<file path="config.mk">
export PLATFORM = sky130hd
export DESIGN_NAME = tx_serializer_flat
export DESIGN_NICKNAME = d
export VERILOG_FILES = /design/src/rtl/UART_MIKE_pkg.sv /design/src/rtl/tx_serializer_if.sv /design/src/rtl/tx_baud_counter.sv /design/src/rtl/tx_serializer.sv /design/src/flat_wrapper.sv
export SDC_FILE = /design/constraint.sdc
export NUM_CORES = 1
export LEC_CHECK = 0
export BUFFER_PORTS_ARGS = -buffer_cell sky130_fd_sc_hd__buf_4
export CORE_MARGIN = 1.5
export CORE_UTILIZATION = 50
export CTS_CLUSTER_SIZE = 25
export DETAILED_ROUTE_END_ITERATION = 8
export PLACE_DENSITY = 0.81
export SYNTH_ARGS = -nofsm -noshare
export SYNTH_HDL_FRONTEND = slang
export SYNTH_SLANG_ARGS = --single-unit
</file>
<file path="constraint.sdc">
create_clock -name clk -period 2.4 [get_ports clk]
set_input_delay 0.24 -clock clk [delete_from_list [all_inputs] [get_ports clk]]
set_output_delay 0.24 -clock clk [all_outputs]
set_load 0.1 [all_outputs]
</file>
<file path="src/rtl/UART_MIKE_pkg.sv">
// Shared UART definitions: data/frame widths, the tx FSM state type and a width clamp helper.
// Optional feature macro: UART_TX_PARITY_EN (adds an even-parity bit after the data bits).
package UART_MIKE_pkg;

    localparam int UART_DATA_WIDTH = 8;
    // Wide enough to hold the value UART_DATA_WIDTH itself.
    localparam int UART_FRAME_SIZE = $clog2(UART_DATA_WIDTH + 1);
    localparam int UART_MIN_WIDTH  = 5;

`ifdef UART_TX_PARITY_EN
    typedef enum logic [2:0] {
        IDLE,
        START,
        DATA,
        PARITY,
        STOP
    } tx_state_t;
`else
    typedef enum logic [2:0] {
        IDLE,
        START,
        DATA,
        STOP
    } tx_state_t;
`endif

    // Forces a requested data width into the supported 5..UART_DATA_WIDTH range.
    function automatic logic [UART_FRAME_SIZE-1:0] clamp_width(
        input logic [UART_FRAME_SIZE-1:0] w
    );
        logic [UART_FRAME_SIZE-1:0] r;
        r = w;
        if (w < UART_FRAME_SIZE'(UART_MIN_WIDTH)) begin
            r = UART_FRAME_SIZE'(UART_MIN_WIDTH);
        end else if (w > UART_FRAME_SIZE'(UART_DATA_WIDTH)) begin
            r = UART_FRAME_SIZE'(UART_DATA_WIDTH);
        end
        return r;
    endfunction

endpackage

</file>
<file path="src/rtl/tx_serializer_if.sv">
// Byte-in / serial-out handshake bundle for tx_serializer.
// master = byte producer, slave = serializer.
interface tx_serializer_if;
    import UART_MIKE_pkg::*;

    logic                       tx_valid;
    logic [UART_DATA_WIDTH-1:0] tx_data;
    logic [UART_FRAME_SIZE-1:0] uart_data_width;
    logic                       tx_ready;
    logic                       tx;
    logic                       tx_busy;
    logic                       tx_done;

    modport master (
        output tx_valid, tx_data, uart_data_width,
        input  tx_ready, tx, tx_busy, tx_done
    );

    modport slave (
        input  tx_valid, tx_data, uart_data_width,
        output tx_ready, tx, tx_busy, tx_done
    );
endinterface

</file>
<file path="src/rtl/tx_baud_counter.sv">
// Bit-period counter: counts 0..CLKS_PER_BIT-1 and strobes o_bit_end on the last cycle
// of each bit. o_bit_pre_end fires one cycle earlier so the FSM can register outputs
// that must be valid during the final cycle. i_reload holds the count at zero.
module tx_baud_counter #(
    parameter int CLKS_PER_BIT = 16
) (
    input  logic clk,
    input  logic rst,
    input  logic i_reload,
    output logic o_bit_end,
    output logic o_bit_pre_end
);
    localparam int CNT_W = (CLKS_PER_BIT > 1) ? $clog2(CLKS_PER_BIT) : 1;

    logic [CNT_W-1:0] r_cnt;
    logic             w_bit_end;

    assign w_bit_end     = (r_cnt == CNT_W'(CLKS_PER_BIT - 1));
    assign o_bit_end     = w_bit_end;
    assign o_bit_pre_end = (r_cnt == CNT_W'(CLKS_PER_BIT - 2));

    // Count cycles within a bit; restart at every bit boundary or on reload request.
    always_ff @(posedge clk or posedge rst) begin
        if (rst) begin
            r_cnt <= '0;
        end else if (i_reload || w_bit_end) begin
            r_cnt <= '0;
        end else begin
            r_cnt <= r_cnt + CNT_W'(1);
        end
    end
endmodule

</file>
<file path="src/rtl/tx_serializer.sv">
// UART transmitter: accepts a byte on a valid/ready handshake and shifts it out as
// start bit, W data bits (LSB first), optional even parity, one stop bit.
// Optional feature macro: UART_TX_PARITY_EN.
module tx_serializer
    import UART_MIKE_pkg::*;
#(
    parameter int CLKS_PER_BIT = 16
) (
    input  logic              clk,
    input  logic              rst,
    tx_serializer_if.slave    bus
);
    tx_state_t                  r_state;
    logic [UART_DATA_WIDTH-1:0] r_data;
    logic [UART_FRAME_SIZE-1:0] r_width;
    logic [UART_FRAME_SIZE-1:0] r_bit_idx;
    logic                       r_tx;
    logic                       r_ready;
    logic                       r_busy;
    logic                       r_done;
`ifdef UART_TX_PARITY_EN
    logic                       r_parity;
`endif

    logic w_bit_end;
    logic w_bit_pre_end;
    logic w_reload;

    // The bit timer only runs while a frame is in flight.
    assign w_reload = (r_state == IDLE);

    tx_baud_counter #(
        .CLKS_PER_BIT (CLKS_PER_BIT)
    ) u_baud (
        .clk           (clk),
        .rst           (rst),
        .i_reload      (w_reload),
        .o_bit_end     (w_bit_end),
        .o_bit_pre_end (w_bit_pre_end)
    );

    assign bus.tx       = r_tx;
    assign bus.tx_ready = r_ready;
    assign bus.tx_busy  = r_busy;
    assign bus.tx_done  = r_done;

    // Frame FSM with registered line and status outputs; r_data shifts right as bits go out.
    always_ff @(posedge clk or posedge rst) begin
        if (rst) begin
            r_state   <= IDLE;
            r_data    <= '0;
            r_width   <= '0;
            r_bit_idx <= '0;
            r_tx      <= 1'b1;
            r_ready   <= 1'b1;
            r_busy    <= 1'b0;
            r_done    <= 1'b0;
`ifdef UART_TX_PARITY_EN
            r_parity  <= 1'b0;
`endif
        end else begin
            // NOTE: non-blocking default; a later assignment in this block wins, and every
            // read below sees the pre-edge value, so ordering inside the case is irrelevant.
            r_done <= 1'b0;
            case (r_state)
                IDLE: begin
                    if (bus.tx_valid) begin
                        r_data    <= bus.tx_data;
                        r_width   <= clamp_width(bus.uart_data_width);
                        r_bit_idx <= '0;
                        r_tx      <= 1'b0;
                        r_ready   <= 1'b0;
                        r_busy    <= 1'b1;
`ifdef UART_TX_PARITY_EN
                        r_parity  <= 1'b0;
`endif
                        r_state   <= START;
                    end
                end
                START: begin
                    if (w_bit_end) begin
                        r_tx     <= r_data[0];
                        r_data   <= {1'b0, r_data[UART_DATA_WIDTH-1:1]};
`ifdef UART_TX_PARITY_EN
                        r_parity <= r_parity ^ r_data[0];
`endif
                        r_state  <= DATA;
                    end
                end
                DATA: begin
                    if (w_bit_end) begin
                        if (r_bit_idx == r_width - UART_FRAME_SIZE'(1)) begin
`ifdef UART_TX_PARITY_EN
                            r_tx    <= r_parity;
                            r_state <= PARITY;
`else
                            r_tx    <= 1'b1;
                            r_state <= STOP;
`endif
                        end else begin
                            r_bit_idx <= r_bit_idx + UART_FRAME_SIZE'(1);
                            r_tx      <= r_data[0];
                            r_data    <= {1'b0, r_data[UART_DATA_WIDTH-1:1]};
`ifdef UART_TX_PARITY_EN
                            r_parity  <= r_parity ^ r_data[0];
`endif
                        end
                    end
                end
`ifdef UART_TX_PARITY_EN
                PARITY: begin
                    if (w_bit_end) begin
                        r_tx    <= 1'b1;
                        r_state <= STOP;
                    end
                end
`endif
                STOP: begin
                    // Raise done one cycle early so it is visible during the final stop cycle.
                    if (w_bit_pre_end) begin
                        r_done <= 1'b1;
                    end
                    if (w_bit_end) begin
                        r_ready <= 1'b1;
                        r_busy  <= 1'b0;
                        r_state <= IDLE;
                    end
                end
                default: begin
                    r_tx    <= 1'b1;
                    r_ready <= 1'b1;
                    r_busy  <= 1'b0;
                    r_state <= IDLE;
                end
            endcase
        end
    end
endmodule

</file>
<file path="src/flat_wrapper.sv">
// flat-port wrapper written by rule: the top's interface ports become plain ports
module tx_serializer_flat import UART_MIKE_pkg::*;
#(
    parameter int CLKS_PER_BIT = 16
)
  (clk, rst, bus_tx_valid, bus_tx_data, bus_uart_data_width, bus_tx_ready, bus_tx, bus_tx_busy, bus_tx_done);
  tx_serializer_if bus_i ();
  input  logic clk;
  input  logic rst;
  input wire logic [$bits(bus_i.tx_valid)-1:0] bus_tx_valid;
  input wire logic [$bits(bus_i.tx_data)-1:0] bus_tx_data;
  input wire logic [$bits(bus_i.uart_data_width)-1:0] bus_uart_data_width;
  output wire logic [$bits(bus_i.tx_ready)-1:0] bus_tx_ready;
  output wire logic [$bits(bus_i.tx)-1:0] bus_tx;
  output wire logic [$bits(bus_i.tx_busy)-1:0] bus_tx_busy;
  output wire logic [$bits(bus_i.tx_done)-1:0] bus_tx_done;
  assign bus_i.tx_valid = bus_tx_valid;
  assign bus_i.tx_data = bus_tx_data;
  assign bus_i.uart_data_width = bus_uart_data_width;
  assign bus_tx_ready = bus_i.tx_ready;
  assign bus_tx = bus_i.tx;
  assign bus_tx_busy = bus_i.tx_busy;
  assign bus_tx_done = bus_i.tx_done;
  tx_serializer #(.CLKS_PER_BIT(CLKS_PER_BIT)) u_core (.clk(clk), .rst(rst), .bus(bus_i));
endmodule
</file>
==> results of run 1 <==
==> cells in the mapped netlist <==
cell,n,area [um2]
a21bo_2,1,10.01
a21o_1,1,7.510
a21oi_1,7,35.03
a22o_1,1,8.760
a31o_2,1,8.760
a31oi_1,1,6.260
and3_1,1,6.260
and3_4,1,11.26
and4_1,2,17.52
buf_6,1,11.26
clkbuf_1,3,11.26
dfrtp_1,24,600.6
dfstp_2,2,52.55
ha_1,8,100.1
inv_1,8,30.03
mux2_2,10,112.6
mux2_4,8,120.1
nand2_1,6,22.52
nand2b_1,2,12.51
nand3_1,2,10.01
nand4b_1,1,8.760
nor2_1,7,26.28
nor2b_1,3,18.77
nor3_1,6,30.03
o21ai_0,7,35.03
o22ai_1,1,6.260
o2bb2ai_1,1,8.760
o31ai_1,2,15.01
or2_2,1,6.260
or3_1,3,18.77
xnor2_1,4,35.03
xor2_1,1,8.760
xor3_1,1,23.77
==> stage by stage <==
stage          instances  setup slack, ns  total power (W)  hold slack [ns]  utilization (%)
3_5_place_dp         173          0.09198         0.002212           0.4544            58.08
3_3_place_gp         173           0.1597         0.002119           0.4493            58.08
4_1_cts              177          0.06290         0.002409           0.1085            59.04
5_1_grt              177          0.08222         0.002575          0.09701            59.22
2_1_floorplan        128           0.3602         0.001958           0.2785                -
6_report             177           0.2713         0.002406           0.1139            59.22
==> metal layers <==
layer / global-route usage, % / part of all wire (%) / routed length, um / vias to the layer above
met4: 7.483 / 1.1 / 29 / 0
li1: - / - / - / 488
met2: 32.23 / 54 / 1424 / 19
met5: 0 / 0 / 0 / -
met3: 3.226 / 2.6 / 68 / 4
met1: 21.61 / 42 / 1120 / 504
==> flip-flops by register name, summed over array words and instances, names as in the netlist <==
signal / cells
u_core.r_bit_idx: 4
u_core.r_state: 2
u_core.r_data: 8
u_core.u_baud.r_cnt: 4
u_core.bus.tx: 1
u_core.r_width: 4
u_core.bus.tx_done: 1
u_core.bus.tx_busy: 1
u_core.bus.tx_ready: 1
==> report_power, final <==
part | switching [W] | internal (W) | total [W]
sequential | 0.000160 | 0.000638 | 0.000797
clock | 0.000125 | 0.0000651 | 0.000190
combinational | 0.000712 | 0.000706 | 0.00142
total | 0.000997 | 0.00141 | 0.00241
==> cell families (layout without fill, tap and decap cells) <==
kind of cell	Yosys count	in the layout	share of synthesized area (%)
compound gates	23	23	9.844
fa+ha+maj	8	8	6.969
simple gates	35	35	13.15
mux	18	18	16.20
flops	26	26	45.47
buf+inv	12	30	3.659
xor+xnor	6	6	4.703
==> final cells by class <==
cell class | instances | share of cell area [%]
multi-input cells | 90 | 45.44
flip-flops and latches | 26 | 40.34
repair buffers | 18 | 8.346
well taps | 31 | 2.396
inverters | 8 | 1.855
clock buffers | 4 | 1.623
==> how the worst max path moves through the flow <==
stage | start | to | depth (start not counted)
after floorplan | u_core.r_width[0]$_DFFE_PP0P_ | u_core.r_data[0]$_DFFE_PP0P_ | 8
after global placement | u_core.r_width[0]$_DFFE_PP0P_ | u_core.r_data[2]$_DFFE_PP0P_ | 7
after detailed placement | u_core.r_width[0]$_DFFE_PP0P_ | u_core.r_data[2]$_DFFE_PP0P_ | 7
after CTS | u_core.r_width[0]$_DFFE_PP0P_ | u_core.r_data[2]$_DFFE_PP0P_ | 7
after global routing | u_core.r_width[0]$_DFFE_PP0P_ | u_core.r_data[2]$_DFFE_PP0P_ | 7
final | u_core.r_state[0]$_DFFE_PP0P_ | u_core.r_bit_idx[3]$_DFFE_PP0P_ | 7
==> timing repair <==
action | 4_1_cts | 5_1_grt
buffers inserted | 0 | 0
endpoints found under the setup margin | 0 | 8
hold buffers | 0 | 0
resized for setup | 0 | 1
==> worst max-delay path: stages (launching register included) <==
cell     delay [ns]
dfrtp_1        0.44
inv_1          0.09
ha_1           0.41
nor2b_1        0.22
o21ai_0        0.13
a31o_2         0.27
or3_1          0.35
a21oi_1        0.16
==> results.json, run 1 <==
{
  "status": "completed",
  "max_freq_ghz": 0.4698,
  "drt_iter0_markers": 19,
  "start_util_pct": 52.54,
  "areaGrowthSynthToFinish_pct": 12.72,
  "fin_crit_ns": 2.129,
  "placed_cell_area_um2": 1588,
  "layout_commonest_cell": "dfrtp_1",
  "grt.overflow.total": 0,
  "routedWlPerCell_um": 14.93,
  "r2r_slack_ns": 0.27,
  "hold_depth": 2,
  "grt_antenna_before_repair": 0,
  "layout_common_cells": "dfrtp_1 (24), buf_4 (18), mux2_2 (10)",
  "hp-start": "bus_uart_data_width[3]",
  "post_synth_num_cell_types": 33,
  "syn_area_um2": 1436,
  "multi_input_area_um2": 735.7,
  "drc": 0,
  "grtUsageTotal_pct": 18.23,
  "power.density_nw_per_um2": 1486,
  "std_cell_rows": 19,
  "grt_pass1_wl_um": 4560,
  "leakage_nw": 0.7597,
  "rr_worst_depth": 7,
  "num_vias": 1015,
  "dp_hpwl_um": 1988,
  "insertion_delay_ns": 0.32,
  "critPathArrivalTime_ns": 2.39,
  "fin_nets": 170,
  "tightest_slew_ns": 0.9735,
  "n_antenna_cell": 0,
  "cts_tree": "done",
  "drtPass1Iterations": 4,
  "required_ns": 2.66,
  "yosysSeqAreaShare_pct": 45.47,
  "core_um2": 2734,
  "regArea_um2": 653.1,
  "io_buffers": 18,
  "cts_max_level": 1,
  "synth_cells": 128,
  "fin_crit_sh_pct": 88.70,
  "vias_per_cell": 5.734,
  "die_w_um": 56.60,
  "cts_buffers": 3,
  "routed_wirelength_um": 2642,
  "clock_path_buffers": 2,
  "syn-num-nets": 151,
  "hold_end": "u_core.r_width[1]$_DFFE_PP0P_",
  "grt_max_degree": 27,
  "cap_viol_max_count": 0,
  "finalMaxSlewViolations": 0,
  "ir_worst_vdd_v": 0.001057,
  "tns_ns": 0,
  "crit_fanout": 11,
  "r2r_start": "u_core.r_state[0]$_DFFE_PP0P_",
  "place_congestion": 0.8336,
  "hold_viol": 0,
  "fin_skew_ns": 0.01138,
  "die_h_um": 56.60,
  "fillers": 230,
  "min_path_type": "in -> reg",
  "ios": 19,
  "avgSynthCellArea_um2": 11.22,
  "final_area_um2": 1619,
  "slew_headroom_pct": 35.03,
  "clk_pin_slew_ns": 0.14,
  "grt_pass1_vias": 1044,
  "yosys_warnings": 0,
  "rsz0062_at_grt": "false",
  "path_class": "reg -> reg",
  "crit-reg2reg-capture": "u_core.r_bit_idx[3]$_DFFE_PP0P_",
  "setup_viol": 0,
  "die_area_um2": 3204,
  "critPathCaptureType": "register",
  "crit_path_start_kind": "register",
  "drive_gt1_share_pct": 31.51,
  "clkSinkCount": 26,
  "cts_root_buffer": "clkbuf_4",
  "final_antenna_net_count": 0,
  "ys_seq_elements": 26
}
No activity file was read; power rests on OpenSTA's default activity.
==> inputs of run 2 (changes only) <==
--- a/config.mk
+++ b/config.mk
@@ -10,7 +10,8 @@
 export CORE_UTILIZATION = 50
 export CTS_CLUSTER_SIZE = 25
 export DETAILED_ROUTE_END_ITERATION = 8
-export PLACE_DENSITY = 0.81
+export PLACE_DENSITY = 0.8
 export SYNTH_ARGS = -nofsm -noshare
 export SYNTH_HDL_FRONTEND = slang
+export SYNTH_HIERARCHICAL = 1
 export SYNTH_SLANG_ARGS = --single-unit
==> results.json, run 2 <==
{
  "routedWlPerCell_um": 14.71,
  "std_cell_rows": 19,
  "die_w_um": 57.85,
  "fin_crit_ns": 2.125,
  "r2r_start": "u_core/u_baud/r_cnt[0]$_DFF_PP0_",
  "cts_max_level": 1,
  "rr_worst_depth": 6,
  "crit-reg2reg-capture": "u_core/r_data[4]$_DFFE_PP0P_",
  "synth_cells": 142,
  "cts_tree": "done",
  "final_antenna_net_count": 0,
  "crit_path_start_kind": "register",
  "grtUsageTotal_pct": 19.99,
  "routed_wirelength_um": 2868,
  "num_vias": 1141,
  "ir_worst_vdd_v": 0.0007320,
  "rsz0062_at_grt": "false",
  "setup_viol": 0,
  "p_seq_share_pct": 31.1,
  "slew_headroom_pct": 44.96,
  "fin_skew_ns": 0.009811,
  "path_class": "reg -> reg",
  "max_freq_ghz": 0.4705,
  "place_congestion": 0.8820,
  "path_buf_inv": 0,
  "leakage_nw": 0.8087,
  "core_um2": 2805,
  "cts_buffers": 3,
  "insertion_delay_ns": 0.32,
  "p_switching_w": 0.001146,
  "areaGrowthSynthToFinish_pct": 14.81,
  "yosysSeqAreaShare_pct": 43.43,
  "cts_setup_buffers": 0,
  "top_register": "u_core/r_data",
  "syn_area_um2": 1504,
  "ios": 19,
  "swShare_pct": 44.62,
  "hp-start": "bus_uart_data_width[3]",
  "async_flop_share_pct": 100.0,
  "largest_reg_flops": 8,
  "r2r_slack_ns": 0.27,
  "grt_pass1_wl_um": 5168,
  "startpoint": "u_core/u_baud/r_cnt[0]$_DFF_PP0_",
  "yosys-top-cells-count": "dfrtp_1 (24), mux2_2 (16), inv_1 (14)",
  "io_buffers": 18,
  "multi_input_area_um2": 785.8,
  "cp_slowest_cell": "dfrtp_1",
  "p_clk_share_pct": 8.6,
  "avgSynthCellArea_um2": 10.59,
  "vias_per_cell": 5.851,
  "drtPass1Iterations": 4,
  "cts_root_buffer": "clkbuf_4",
  "syn-num-nets": 165,
  "critPathCaptureType": "register",
  "hold_depth": 2,
  "ys.flop_type": "dfrtp_1",
  "synthTopCellsByArea": "dfrtp_1 (40%), mux2_2 (12%), ha_1 (6.7%)",
  "layout_commonest_cell": "dfrtp_1",
  "max_stage_delay_ns": 0.44,
  "fillers": 232,
  "synth.most_common_cell": "dfrtp_1",
  "combPwrFrac_pct": 60.3,
  "tns_ns": 0,
  "dp_hpwl_um": 2235,
  "die_h_um": 57.85,
  "tightest_slew_ns": 0.8246,
  "finalMaxSlewViolations": 0,
  "status": "completed",
  "min_path_type": "in -> reg",
  "hold_viol": 0,
  "clkSinkCount": 26,
  "grt_pass1_vias": 1140,
  "ctsHoldBuffers": 1,
  "fin_nets": 188,
  "required_ns": 2.63,
  "drt_iter0_markers": 41,
  "fin_crit_sh_pct": 88.56,
  "grt.overflow.total": 0,
  "critPathArrivalTime_ns": 2.35,
  "clk_pin_slew_ns": 0.14,
  "clock_path_buffers": 2,
  "drc": 0,
  "drive_gt1_share_pct": 28.66,
  "synth_edf_count": 0,
  "path_cells": "ha_1 > and3_2 > o21bai_1 > nand3_1 > a31oi_4 > mux2_2",
  "crit_fanout": 8,
  "die_area_um2": 3346,
  "ys_seq_elements": 26,
  "power.total_w": 0.002568,
  "grt_max_degree": 23,
  "ctsResizeCount": 0,
  "p_int_w": 0.001422,
  "grt_antenna_before_repair": 0,
  "power.density_nw_per_um2": 1488,
  "n_antenna_cell": 0,
  "layout_common_cells": "dfrtp_1 (24), buf_4 (20), mux2_2 (16)",
  "synth_top_area_share_pct": 39.93,
  "hold_end": "u_core/r_width[0]$_DFFE_PP0P_",
  "cap_viol_max_count": 0,
  "post-route-util_pct": 61.55,
  "yosysTopAreaCell": "dfrtp_1",
  "post_synth_num_cell_types": 41,
  "start_util_pct": 53.61,
  "crit_family": "compound AO/OA/AOI/OAI gates",
  "regArea_um2": 653.1,
  "yosys_warnings": 6
}
[run 2: cell types whose count changed after synthesis, moves of 3 or more]
cell      change
a21oi_1       -3
inv_1         +6
nor3_1        -4
o21ai_0       -4
mux2i_1       +3
xor2_1        +3
mux2_4        -8
or3_1         -3
o211ai_1      +4
nand2_1       +4
mux2_2        +6
[run 2: final cells by class]
type,instances,area share (%)
clock buffer,4,2.101
inverter,14,3.043
multi-input combinational,99,45.51
sequential,26,37.83
tap,31,2.246
timing repair buffer,21,9.275
[run 2: logic make-up after synthesis]
logic type | synth area share [%]
compound gates | 14.48
xor+xnor | 4.992
fa+ha+maj | 6.656
buf+inv | 4.325
flops | 43.43
mux | 13.98
simple gates | 12.15
[run 2: power by group through the flow]
stage / clock [W] / sequential (W) / combinational, W
3_3_place_gp: 0 / 0.000794 / 0.00147
2_1_floorplan: 0 / 0.000924 / 0.00111
4_1_cts: 0.000227 / 0.000800 / 0.00155
3_5_place_dp: 0 / 0.000808 / 0.00154
6_report: 0.000221 / 0.000799 / 0.00155
5_1_grt: 0.000242 / 0.000831 / 0.00170
[run 2: worst max-delay path by stage]
stage | slack [ns] | depth (start not counted) | endpoint
2_1_floorplan | 0.40 | 7 | u_core/r_data[0]$_DFFE_PP0P_
3_3_place_gp | 0.37 | 6 | u_core/r_data[5]$_DFFE_PP0P_
3_5_place_dp | 0.30 | 6 | u_core/r_data[4]$_DFFE_PP0P_
4_1_cts | 0.27 | 6 | u_core/r_data[4]$_DFFE_PP0P_
5_1_grt | 0.17 | 6 | u_core/r_data[1]$_DFFE_PP0P_
6_report | 0.27 | 6 | u_core/r_data[4]$_DFFE_PP0P_
[run 2: per-layer routing]
metal	share of wire, %	wire length [um]	GRT usage (%)
met1	44	1248	27.09
met2	51	1455	33.28
met3	4.3	123	2.679
met4	1.4	40	6.645
met5	0	0	0
[run 2: stage by stage]
stage	cells	setup WS, ns	hold slack, ns	area [um2]
after floorplan	142	0.3995	0.006082	1504
after CTS	195	0.2715	0.1012	1727
after detailed placement	190	0.3040	0.1431	1680
after global routing	195	0.1700	0.1003	1727
after global placement	190	0.3678	0.1427	1680
final	195	0.2745	0.1123	1727
